--- src/rtl/uart_rx_os16_pkg.sv ---
// Shared encodings for the 16x oversampled UART receiver.
// Frame-timing constants are expressed in oversample ticks.
package uart_rx_os16_pkg;

    typedef enum logic [2:0] {
        UR_IDLE,
        UR_START,
        UR_DATA,
        UR_STOP,
        UR_BREAK
    } ur_state_t;

    localparam int OS_RATE = 16;
    localparam int OS_MID  = 7;
    localparam int OS_LAST = 15;

endpackage

--- src/rtl/uart_rx_os16_if.sv ---
// Processor-side bus of the UART receiver.
// Pop-on-read byte stream plus sticky error flags.
interface uart_rx_os16_if;

    logic       rd;
    logic       clr_err;
    logic [7:0] dout;
    logic       avail;
    logic       overrun;
    logic       ferr;

    modport master (
        output rd, clr_err,
        input  dout, avail, overrun, ferr
    );

    modport slave (
        input  rd, clr_err,
        output dout, avail, overrun, ferr
    );

endinterface

--- src/rtl/uart_rx_os16_fifo.sv ---
// Small power-of-two receive FIFO.
// Pointers carry an extra wrap bit to tell full from empty.
module uart_rx_fifo #(
    parameter int WIDTH = 8,
    parameter int DEPTH = 4
) (
    input  logic             clk,
    input  logic             reset,
    input  logic             push,
    input  logic [WIDTH-1:0] din,
    input  logic             pop,
    output logic [WIDTH-1:0] dout,
    output logic             empty,
    output logic             full
);

    localparam int AW = $clog2(DEPTH);

    logic [WIDTH-1:0] mem [DEPTH];
    logic [AW:0]      wp;
    logic [AW:0]      rp;
    logic             wr_en;
    logic             rd_en;

    assign empty = (wp == rp);
    assign full  = (wp[AW] != rp[AW]) &&
                   (wp[AW-1:0] == rp[AW-1:0]);
    // A pop in the same clk frees the slot a full push needs.
    assign wr_en = push && (!full || (pop && !empty));
    assign rd_en = pop && !empty;
    assign dout  = empty ? '0 : mem[rp[AW-1:0]];

    always_ff @(posedge clk) begin
        if (wr_en) mem[wp[AW-1:0]] <= din;
    end

    always_ff @(posedge clk or negedge reset) begin
        if (!reset) begin
            wp <= '0;
            rp <= '0;
        end else begin
            if (wr_en) wp <= wp + 1'b1;
            if (rd_en) rp <= rp + 1'b1;
        end
    end

endmodule

--- src/rtl/uart_rx_os16.sv ---
// 8N1 UART receiver, 16x oversampling, small receive FIFO.
// Start-edge detection realigns the tick phase to the frame.
module uart_rx_os16
    import uart_rx_os16_pkg::*;
#(
    parameter int FIFO_DEPTH = 4,
    parameter int DIV_W      = 16
) (
    input  logic             clk,
    input  logic             reset,
    input  logic             RxD,
    input  logic [DIV_W-1:0] baud_div,
    output logic             busy,
    uart_rx_os16_if.slave    bus
);

    ur_state_t        state;
    logic             s1;
    logic             rxs;
    logic [DIV_W-1:0] cnt;
    logic             tick;
    logic [3:0]       sc;
    logic [2:0]       bi;
    logic [7:0]       shreg;
    logic             push_q;
    logic [7:0]       push_data;
    logic             ferr;
    logic             overrun;
    logic             empty;
    logic             full;
    logic             ov_set;
    logic             start_det;

    assign tick      = (cnt == '0);
    assign start_det = (state == UR_IDLE) && !rxs;
    assign busy      = (state != UR_IDLE);

    always_ff @(posedge clk or negedge reset) begin
        if (!reset) begin
            s1  <= 1'b1;
            rxs <= 1'b1;
        end else begin
            s1  <= RxD;
            rxs <= s1;
        end
    end

    always_ff @(posedge clk or negedge reset) begin
        if (!reset)
            cnt <= '0;
        else if (start_det || tick)
            cnt <= baud_div;
        else
            cnt <= cnt - DIV_W'(1);
    end

    always_ff @(posedge clk or negedge reset) begin
        if (!reset) begin
            state     <= UR_IDLE;
            sc        <= '0;
            bi        <= '0;
            shreg     <= '0;
            push_q    <= 1'b0;
            push_data <= '0;
            ferr      <= 1'b0;
        end else begin
            push_q <= 1'b0;
            if (bus.clr_err) ferr <= 1'b0;
            unique case (state)
                UR_IDLE: begin
                    if (!rxs) begin
                        sc    <= '0;
                        state <= UR_START;
                    end
                end
                UR_START: begin
                    if (tick) begin
                        if (sc == 4'(OS_MID)) begin
                            sc <= '0;
                            bi <= '0;
                            state <= rxs ? UR_IDLE : UR_DATA;
                        end else begin
                            sc <= sc + 4'd1;
                        end
                    end
                end
                UR_DATA: begin
                    if (tick) begin
                        if (sc == 4'(OS_LAST)) begin
                            sc    <= '0;
                            shreg <= {rxs, shreg[7:1]};
                            if (bi == 3'd7) state <= UR_STOP;
                            else bi <= bi + 3'd1;
                        end else begin
                            sc <= sc + 4'd1;
                        end
                    end
                end
                UR_STOP: begin
                    if (tick) begin
                        if (sc == 4'(OS_LAST)) begin
                            sc <= '0;
                            if (rxs) begin
                                push_q    <= 1'b1;
                                push_data <= shreg;
                                state     <= UR_IDLE;
                            end else begin
                                ferr  <= 1'b1;
                                state <= UR_BREAK;
                            end
                        end else begin
                            sc <= sc + 4'd1;
                        end
                    end
                end
                UR_BREAK: begin
                    if (rxs) state <= UR_IDLE;
                end
                default: state <= UR_IDLE;
            endcase
        end
    end

    assign ov_set = push_q && full && !(bus.rd && !empty);

    always_ff @(posedge clk or negedge reset) begin
        if (!reset)
            overrun <= 1'b0;
        else if (ov_set)
            overrun <= 1'b1;
        else if (bus.clr_err)
            overrun <= 1'b0;
    end

    uart_rx_fifo #(
        .WIDTH (8),
        .DEPTH (FIFO_DEPTH)
    ) u_fifo (
        .clk   (clk),
        .reset (reset),
        .push  (push_q),
        .din   (push_data),
        .pop   (bus.rd),
        .dout  (bus.dout),
        .empty (empty),
        .full  (full)
    );

    assign bus.avail   = !empty;
    assign bus.overrun = overrun;
    assign bus.ferr    = ferr;

endmodule

--- src/flat_wrapper.sv ---
// flat-port wrapper written by rule: the top's interface ports become plain ports
module uart_rx_os16_flat import uart_rx_os16_pkg::*;
#(
    parameter int FIFO_DEPTH = 4,
    parameter int DIV_W      = 16
)
  (clk, reset, RxD, baud_div, busy, bus_rd, bus_clr_err, bus_dout, bus_avail, bus_overrun, bus_ferr);
  uart_rx_os16_if bus_i ();
  input  logic clk;
  input  logic reset;
  input  logic RxD;
  input  logic [DIV_W-1:0] baud_div;
  output logic busy;
  input wire logic [$bits(bus_i.rd)-1:0] bus_rd;
  input wire logic [$bits(bus_i.clr_err)-1:0] bus_clr_err;
  output wire logic [$bits(bus_i.dout)-1:0] bus_dout;
  output wire logic [$bits(bus_i.avail)-1:0] bus_avail;
  output wire logic [$bits(bus_i.overrun)-1:0] bus_overrun;
  output wire logic [$bits(bus_i.ferr)-1:0] bus_ferr;
  assign bus_i.rd = bus_rd;
  assign bus_i.clr_err = bus_clr_err;
  assign bus_dout = bus_i.dout;
  assign bus_avail = bus_i.avail;
  assign bus_overrun = bus_i.overrun;
  assign bus_ferr = bus_i.ferr;
  uart_rx_os16 #(.FIFO_DEPTH(FIFO_DEPTH), .DIV_W(DIV_W)) u_core (.clk(clk), .reset(reset), .RxD(RxD), .baud_div(baud_div), .busy(busy), .bus(bus_i));
endmodule
--- config.mk ---
export PLATFORM = sky130hd
export DESIGN_NAME = uart_rx_os16_flat
export DESIGN_NICKNAME = d
export VERILOG_FILES = /design/src/rtl/uart_rx_os16_pkg.sv /design/src/rtl/uart_rx_os16_if.sv /design/src/rtl/uart_rx_os16_fifo.sv /design/src/rtl/uart_rx_os16.sv /design/src/flat_wrapper.sv
export SDC_FILE = /design/constraint.sdc
export NUM_CORES = 1
export LEC_CHECK = 0
export BUFFER_PORTS_ARGS = -buffer_cell sky130_fd_sc_hd__clkbuf_2
export CAP_MARGIN = 20
export CORE_AREA = 2 2 92 116
export DETAILED_ROUTE_END_ITERATION = 6
export DIE_AREA = 0 0 94 118
export GPL_TIMING_DRIVEN = 0
export HOLD_SLACK_MARGIN = 0.03
export PLACE_DENSITY = 0.54
export SLEW_MARGIN = 20
export SYNTH_ARGS = -nofsm -noshare
export SYNTH_HDL_FRONTEND = slang
export SYNTH_SLANG_ARGS = --single-unit
--- constraint.sdc ---
create_clock -name clk -period 3.46 [get_ports clk]
set_input_delay 0.173 -clock clk [delete_from_list [all_inputs] [get_ports clk]]
set_output_delay 0.173 -clock clk [all_outputs]
set_load 0.02 [all_outputs]
# Yosys cells after proc, flatten, opt, wreduce, memory -nomap -nowiden
# Memories as Yosys holds them, arrays and structs flattened.
# Cells that the tools add are included.
# classes
n_eq_ne	21
n_addsub	5
mux	39
reduce_logical	24
# ops
operator	count
two-way mux 3 bit	15
two-way mux 4 bit	5
inequality test 2 x 1 -> 1 bit, second input constant	9
zero test 16 bit	1
two-way mux 16 bit	1
subtractor 16 x 1 -> 16 bit, second input constant	1
case mux 3 bit (5 select lines)	1
two-way mux 1 bit	13
case mux 4 bit (3 select lines)	1
adder 3 x 1 -> 3 bit, second input constant	3
AND reduction 9 bit	1
two-way mux 8 bit	1
AND reduction 4 bit	2
== test 3 x 2 -> 1 bit, second input constant	2
== test 3 bit, second input constant	2
logical AND 1 bit	6
case mux 3 bit (2 select lines)	1
AND reduction 6 bit	1
nonzero test 3 bit	2
adder 4 x 1 -> 4 bit, second input constant	1
== test 4 x 3 -> 1 bit, second input constant	1
== test 4 bit, second input constant	1
zero test 1 bit	4
inequality test 2 bit, second input constant	2
other kinds (10)	12
# word_totals
mem_bits_rw	32
memories	1
input_bits	21
out_inout_bits	12
regBits	53
elab_cells	103
# memory_table
name	depth	word_bits	read_ports	rd_clocked_by_memory_dff	wr	line_no	rtl
u_core.u_fifo.mem	4	8	1	0	1	uart_rx_os16_fifo.sv:19	logic [WIDTH-1:0] mem [DEPTH];

# Longest topological paths before layout
# depth
word_depth	7
depth_mapped	9
depth_no_buf	7

# Cells and area by module
# Synthesis repeated with hierarchy kept, for this count alone.
# unflattened
hier_cells	312
area_unflattened_um2	4050.1
# by_module_without_submodules
mod	area_each_um2	seq_area_each_um2	n_inst	cells_per_inst
uart_rx_os16	2392.3	1178.6	1	227
uart_rx_fifo	1657.8	1111.1	1	85

# Worst setup path before layout
# Ideal clock, no wire load.
# synth_path
path_type	register to register
start	register u_core.cnt[0]
end	register u_core.push_data[0]
n_path_buf	2
path_stages_with_launch	10
setup_ps	125
slack_ps	1175
period_less_slack_ps	2285
arrival_time_ps	2160
required_time_ps	3335
path_cell_list	dfrtp_1 inv_1 ha_1 or2b_2 nor3_1 and3_1 buf_6 and4_4 buf_12 mux2_4
# synth_via
elab_chain_len	2
# synth_rtl
element	line_no	rtl
start: declaration	uart_rx_os16.sv:20	logic [DIV_W-1:0] cnt;
start signal: assignment	uart_rx_os16.sv:52	cnt <= baud_div;
start signal: assignment	uart_rx_os16.sv:54	cnt <= cnt - DIV_W'(1);
zero test 16 bit	uart_rx_os16.sv:34	assign tick = (cnt == '0);
AND reduction 4 bit (no line)	--	
end signal: assignment	uart_rx_os16.sv:105	push_data <= shreg;
end: declaration	uart_rx_os16.sv:26	logic [7:0] push_data;
# Every way passes these cells.
# A chain may end at the register's enable or synchronous reset.

# Final worst setup path
# layout_path
start	register u_core.u_fifo.rp[1]
end	memory u_core.u_fifo.mem[3][1], enable pin
# layout_via
elab_chain_len	7
word_cells_on_any_way	10
cone_classes	eq/ne: 2; mux: 2; reduce/logical: 6
# layout_rtl
element	line_no	rtl
start: declaration	uart_rx_os16_fifo.sv:21	logic [AW:0] rp;
start signal: assignment	uart_rx_os16_fifo.sv:43	if (rd_en) rp <= rp + 1'b1;
== test 3 bit or == test 2 bit (tied branches)	uart_rx_os16_fifo.sv:25, uart_rx_os16_fifo.sv:27	
zero test 1 bit or logical AND 1 bit (tied branches)	uart_rx_os16_fifo.sv:29, uart_rx_os16_fifo.sv:26	
logical AND 1 bit or zero test 1 bit (tied branches)	uart_rx_os16_fifo.sv:29	assign wr_en = push && (!full || (pop && !empty));
logical OR 1 bit (*)	uart_rx_os16_fifo.sv:29	
logical AND 1 bit (*)	uart_rx_os16_fifo.sv:29	
two-way mux 1 bit (*)	uart_rx_os16_fifo.sv:34	if (wr_en) mem[wp[AW-1:0]] <= din;
two-way mux 1 bit (implied by the code) (*)	uart_rx_os16_fifo.sv:34	
end: declaration	uart_rx_os16_fifo.sv:19	
# Every way passes the cells marked *; elsewhere a longest branch is shown, timed or not.

==> results.json <==
{
  "firstDrtPassIters": 4,
  "ios": 33,
  "vias": 2383,
  "synth_most_common_cell": "dfrtp_1",
  "start_util_pct": 38.75,
  "critPathMaxStageDelay_ps": 710,
  "netSwitchingFraction_pct": 23.99,
  "crit_fanout": 10,
  "die_w_um": 94,
  "synth_ff_type": "dfrtp_1",
  "worst_pin_slew_ps": 901.0,
  "cap_violations": 0,
  "tns_ps": 0,
  "p_leak_nw": 1.998,
  "tritoncts": "done",
  "fmax_mhz": 392.2,
  "power_density_mw_per_mm2": 516.8,
  "fin_crit_sh_pct": 73.68,
  "synth_area_leaders": "dfrtp_1 (33%), edfxtp_1 (25%), mux4_2 (4.6%)",
  "antenna_found_initial": 0,
  "p_switching_mw": 0.5623,
  "rsz0062_at_grt": "no",
  "htree_levels": 3,
  "drc": 0,
  "crit_path_start_kind": "flop",
  "first_global_vias": 2361,
  "fin_nets": 379,
  "synth_area_mm2": 0.003876,
  "core_area_mm2": 0.01000,
  "clkTransAtPathRegs_ps": 60,
  "place_area_mm2": 0.004200,
  "post_drt_wl_per_cell_um": 13.87,
  "grt_pass1_wl_um": 11250,
  "crit_chain": "clkbuf_1, xor2_1, nor4_1, nand2b_1, clkbuf_1, nor2_1",
  "slew-limit-headroom_pct": 39.71,
  "synth.top_cell.area_share_pct": 32.92,
  "die_area_mm2": 0.01109,
  "clockBufferDepth": 2,
  "io_buffers": 32,
  "insertion_delay_ps": 340,
  "seq_power_share_pct": 50.2,
  "synth_edf_count": 32,
  "path_class": "flop to flop",
  "cts_resized": 0,
  "syn-num-nets": 333,
  "synth_top_area_cell": "dfrtp_1",
  "hold_class": "input port to flop",
  "finalCriticalPeriod_ps": 2549,
  "multiInputGateArea_mm2": 0.001446,
  "routed_via_density": 4.934,
  "numCtsBuffers": 9,
  "final_cells": 483,
  "num_rows": 41,
  "dp_hpwl_um": 4586,
  "status": "finished clean",
  "crit_required_ps": 3420,
  "overflow": 0,
  "ys_seq_area_share_pct": 59.07,
  "crit_buf_inv": 2,
  "regArea_mm2": 0.002290,
  "ys_async_sr_fraction_pct": 62.35,
  "fillCellCount": 956,
  "clockRootBuffer": "clkbuf_16",
  "final_area_mm2": 0.004536,
  "synth_commonest_cells": "dfrtp_1 (51), nor2_1 (37), edfxtp_1 (32)",
  "skew_ps": 7.179,
  "ys_warn_count": 0,
  "areaGrowthSynthToFinish_pct": 17.01,
  "drv_slew": 0,
  "comb_power_share_pct": 8.3,
  "drt_iter0_markers": 72,
  "critPathCaptureType": "flop",
  "critPathSlowestCell": "nor2_1",
  "final_hold_viol_count": 0,
  "dp_cells": 464,
  "syn_avg_cell_area_um2": 12.79,
  "worst_ir_drop_vdd_uv": 287.6,
  "cts_sinks": 85,
  "synthDistinctLibCells": 47,
  "setup_viol": 0,
  "clkPwrFrac_pct": 41.5,
  "crit_top_cell": "clkbuf_1",
  "place.gp.congestion": 0.7914,
  "drive_gt1_share_pct": 25.14,
  "wirelength_um": 6699,
  "ys_seq_elements": 85,
  "utilization_pct": 45.34,
  "grt_usage_pct": 13.14,
  "power_mw": 2.344,
  "p_int_mw": 1.782,
  "crit_family": "simple AND/OR/NAND/NOR gates",
  "crit_arrival_ps": 2510,
  "diodes": 0,
  "postRouteAntennaNets": 0,
  "fp.dieH_um": 118,
  "netlist_instances": 303,
  "grt_max_degree": 54
}
-- metrics by stage --
step	hold slack, ps	worst slack, ps
floorplan	-122.6	1175
global placement	260.4	813.9
detailed placement	261.8	801.9
CTS	55.59	795.9
global route	70.54	625.0
finish	68.85	910.5
-- cell families (layout without fill, tap and decap cells) --
family / after synthesis / count (layout) / share of synthesized area [%]
AOI/OAI and AO/OA: 40 / 40 / 6.391
xor gates and xnor gates: 19 / 19 / 4.293
adders and majority gates: 9 / 9 / 2.905
buffers and inverters: 28 / 79 / 3.615
DFF: 85 / 85 / 59.07
muxes: 28 / 28 / 11.20
and+or+nand+nor: 94 / 94 / 12.52
-- final timing paths --
check,cells past startpoint,slack (ps),endpoint,from
max reg2reg,6,910,u_core.u_fifo.mem[3][1],u_core.u_fifo.rp[1]
min in group asynchronous,2,460,u_core.u_fifo.rp[1],reset
min,2,70,u_core.cnt[0],baud_div[0]
max in group asynchronous,2,2510,u_core.push_data[0],reset
min reg2reg,0,360,u_core.rxs,u_core.s1
max,6,910,u_core.u_fifo.mem[3][1],u_core.u_fifo.rp[1]
-- layout make-up --
| class | instances | area share (%) |
|---|---|---|
| inverter | 13 | 1.076 |
| clock inverter | 7 | 1.766 |
| multi-input combinational | 190 | 31.89 |
| clock buffer | 9 | 4.966 |
| buffer | 15 | 2.014 |
| tap | 129 | 3.559 |
| timing repair buffer | 35 | 4.248 |
| sequential | 85 | 50.48 |
-- routing by layer --
| layer | vias to the layer above | GRT usage [%] | share of wire, % |
|---|---|---|---|
| met5 | - | 0 | 0 |
| met4 | 0 | 5.525 | 1.9 |
| met3 | 9 | 3.969 | 3.7 |
| met1 | 1154 | 15.31 | 43 |
| met2 | 51 | 22.19 | 51 |
| li1 | 1169 | - | - |
-- timing repair --
item / 4_1_cts / 5_1_grt
endpoints found under the hold margin: 54 / 0
setup buffers: 0 / 0
hold buffers: 3 / 0
-- power groups by stage --
stage                     Combinational, mW  Sequential [mW]  Clock (mW)
after floorplan                       0.150             1.18           0
after global placement                0.191             1.19           0
after detailed placement              0.194             1.20           0
after CTS                             0.198             1.18        1.00
after global routing                  0.219             1.19        1.05
final                                 0.194             1.18       0.973
-- registers in the layout (all words and copies together), names as in the netlist --
register and count:
u_core.u_fifo.rp 3, u_core.sc 4, u_core.push_q 1, u_core.u_fifo.mem 32, u_core.state 3, u_core.bi 3
u_core.rxs 1, u_core.shreg 8, u_core.bus.ferr 1, u_core.cnt 16, u_core.s1 1, u_core.u_fifo.wp 3
u_core.push_data 8, u_core.bus.overrun 1
-- cells in the final DEF, fill, tap and decap left out, types with 2 or more instances in the layout --
cell type and n:
dfrtp_1 51, nor2_1 37, edfxtp_1 32, clkbuf_2 31
a21oi_1 16, inv_1 13, nand2_1 13, xnor2_1 12
mux2_2 11, clkbuf_1 9, ha_1 9, clkbuf_16 9
mux4_2 8, and2_1 8, mux2_4 8, xor2_1 7
a31oi_1 6, nor3_1 5, nor4_1 5, nand3_1 5
o21ai_0 5, or3_1 4, buf_2 3, nand2b_1 3
dlygate4sd3_1 3, buf_6 2, or4_1 2, nand3b_1 2
o22ai_1 2, o31ai_1 2, a211oi_1 2, a32o_1 2
inv_6 2, clkinv_4 2, dfstp_2 2
(Power assumes the default switching activity.)
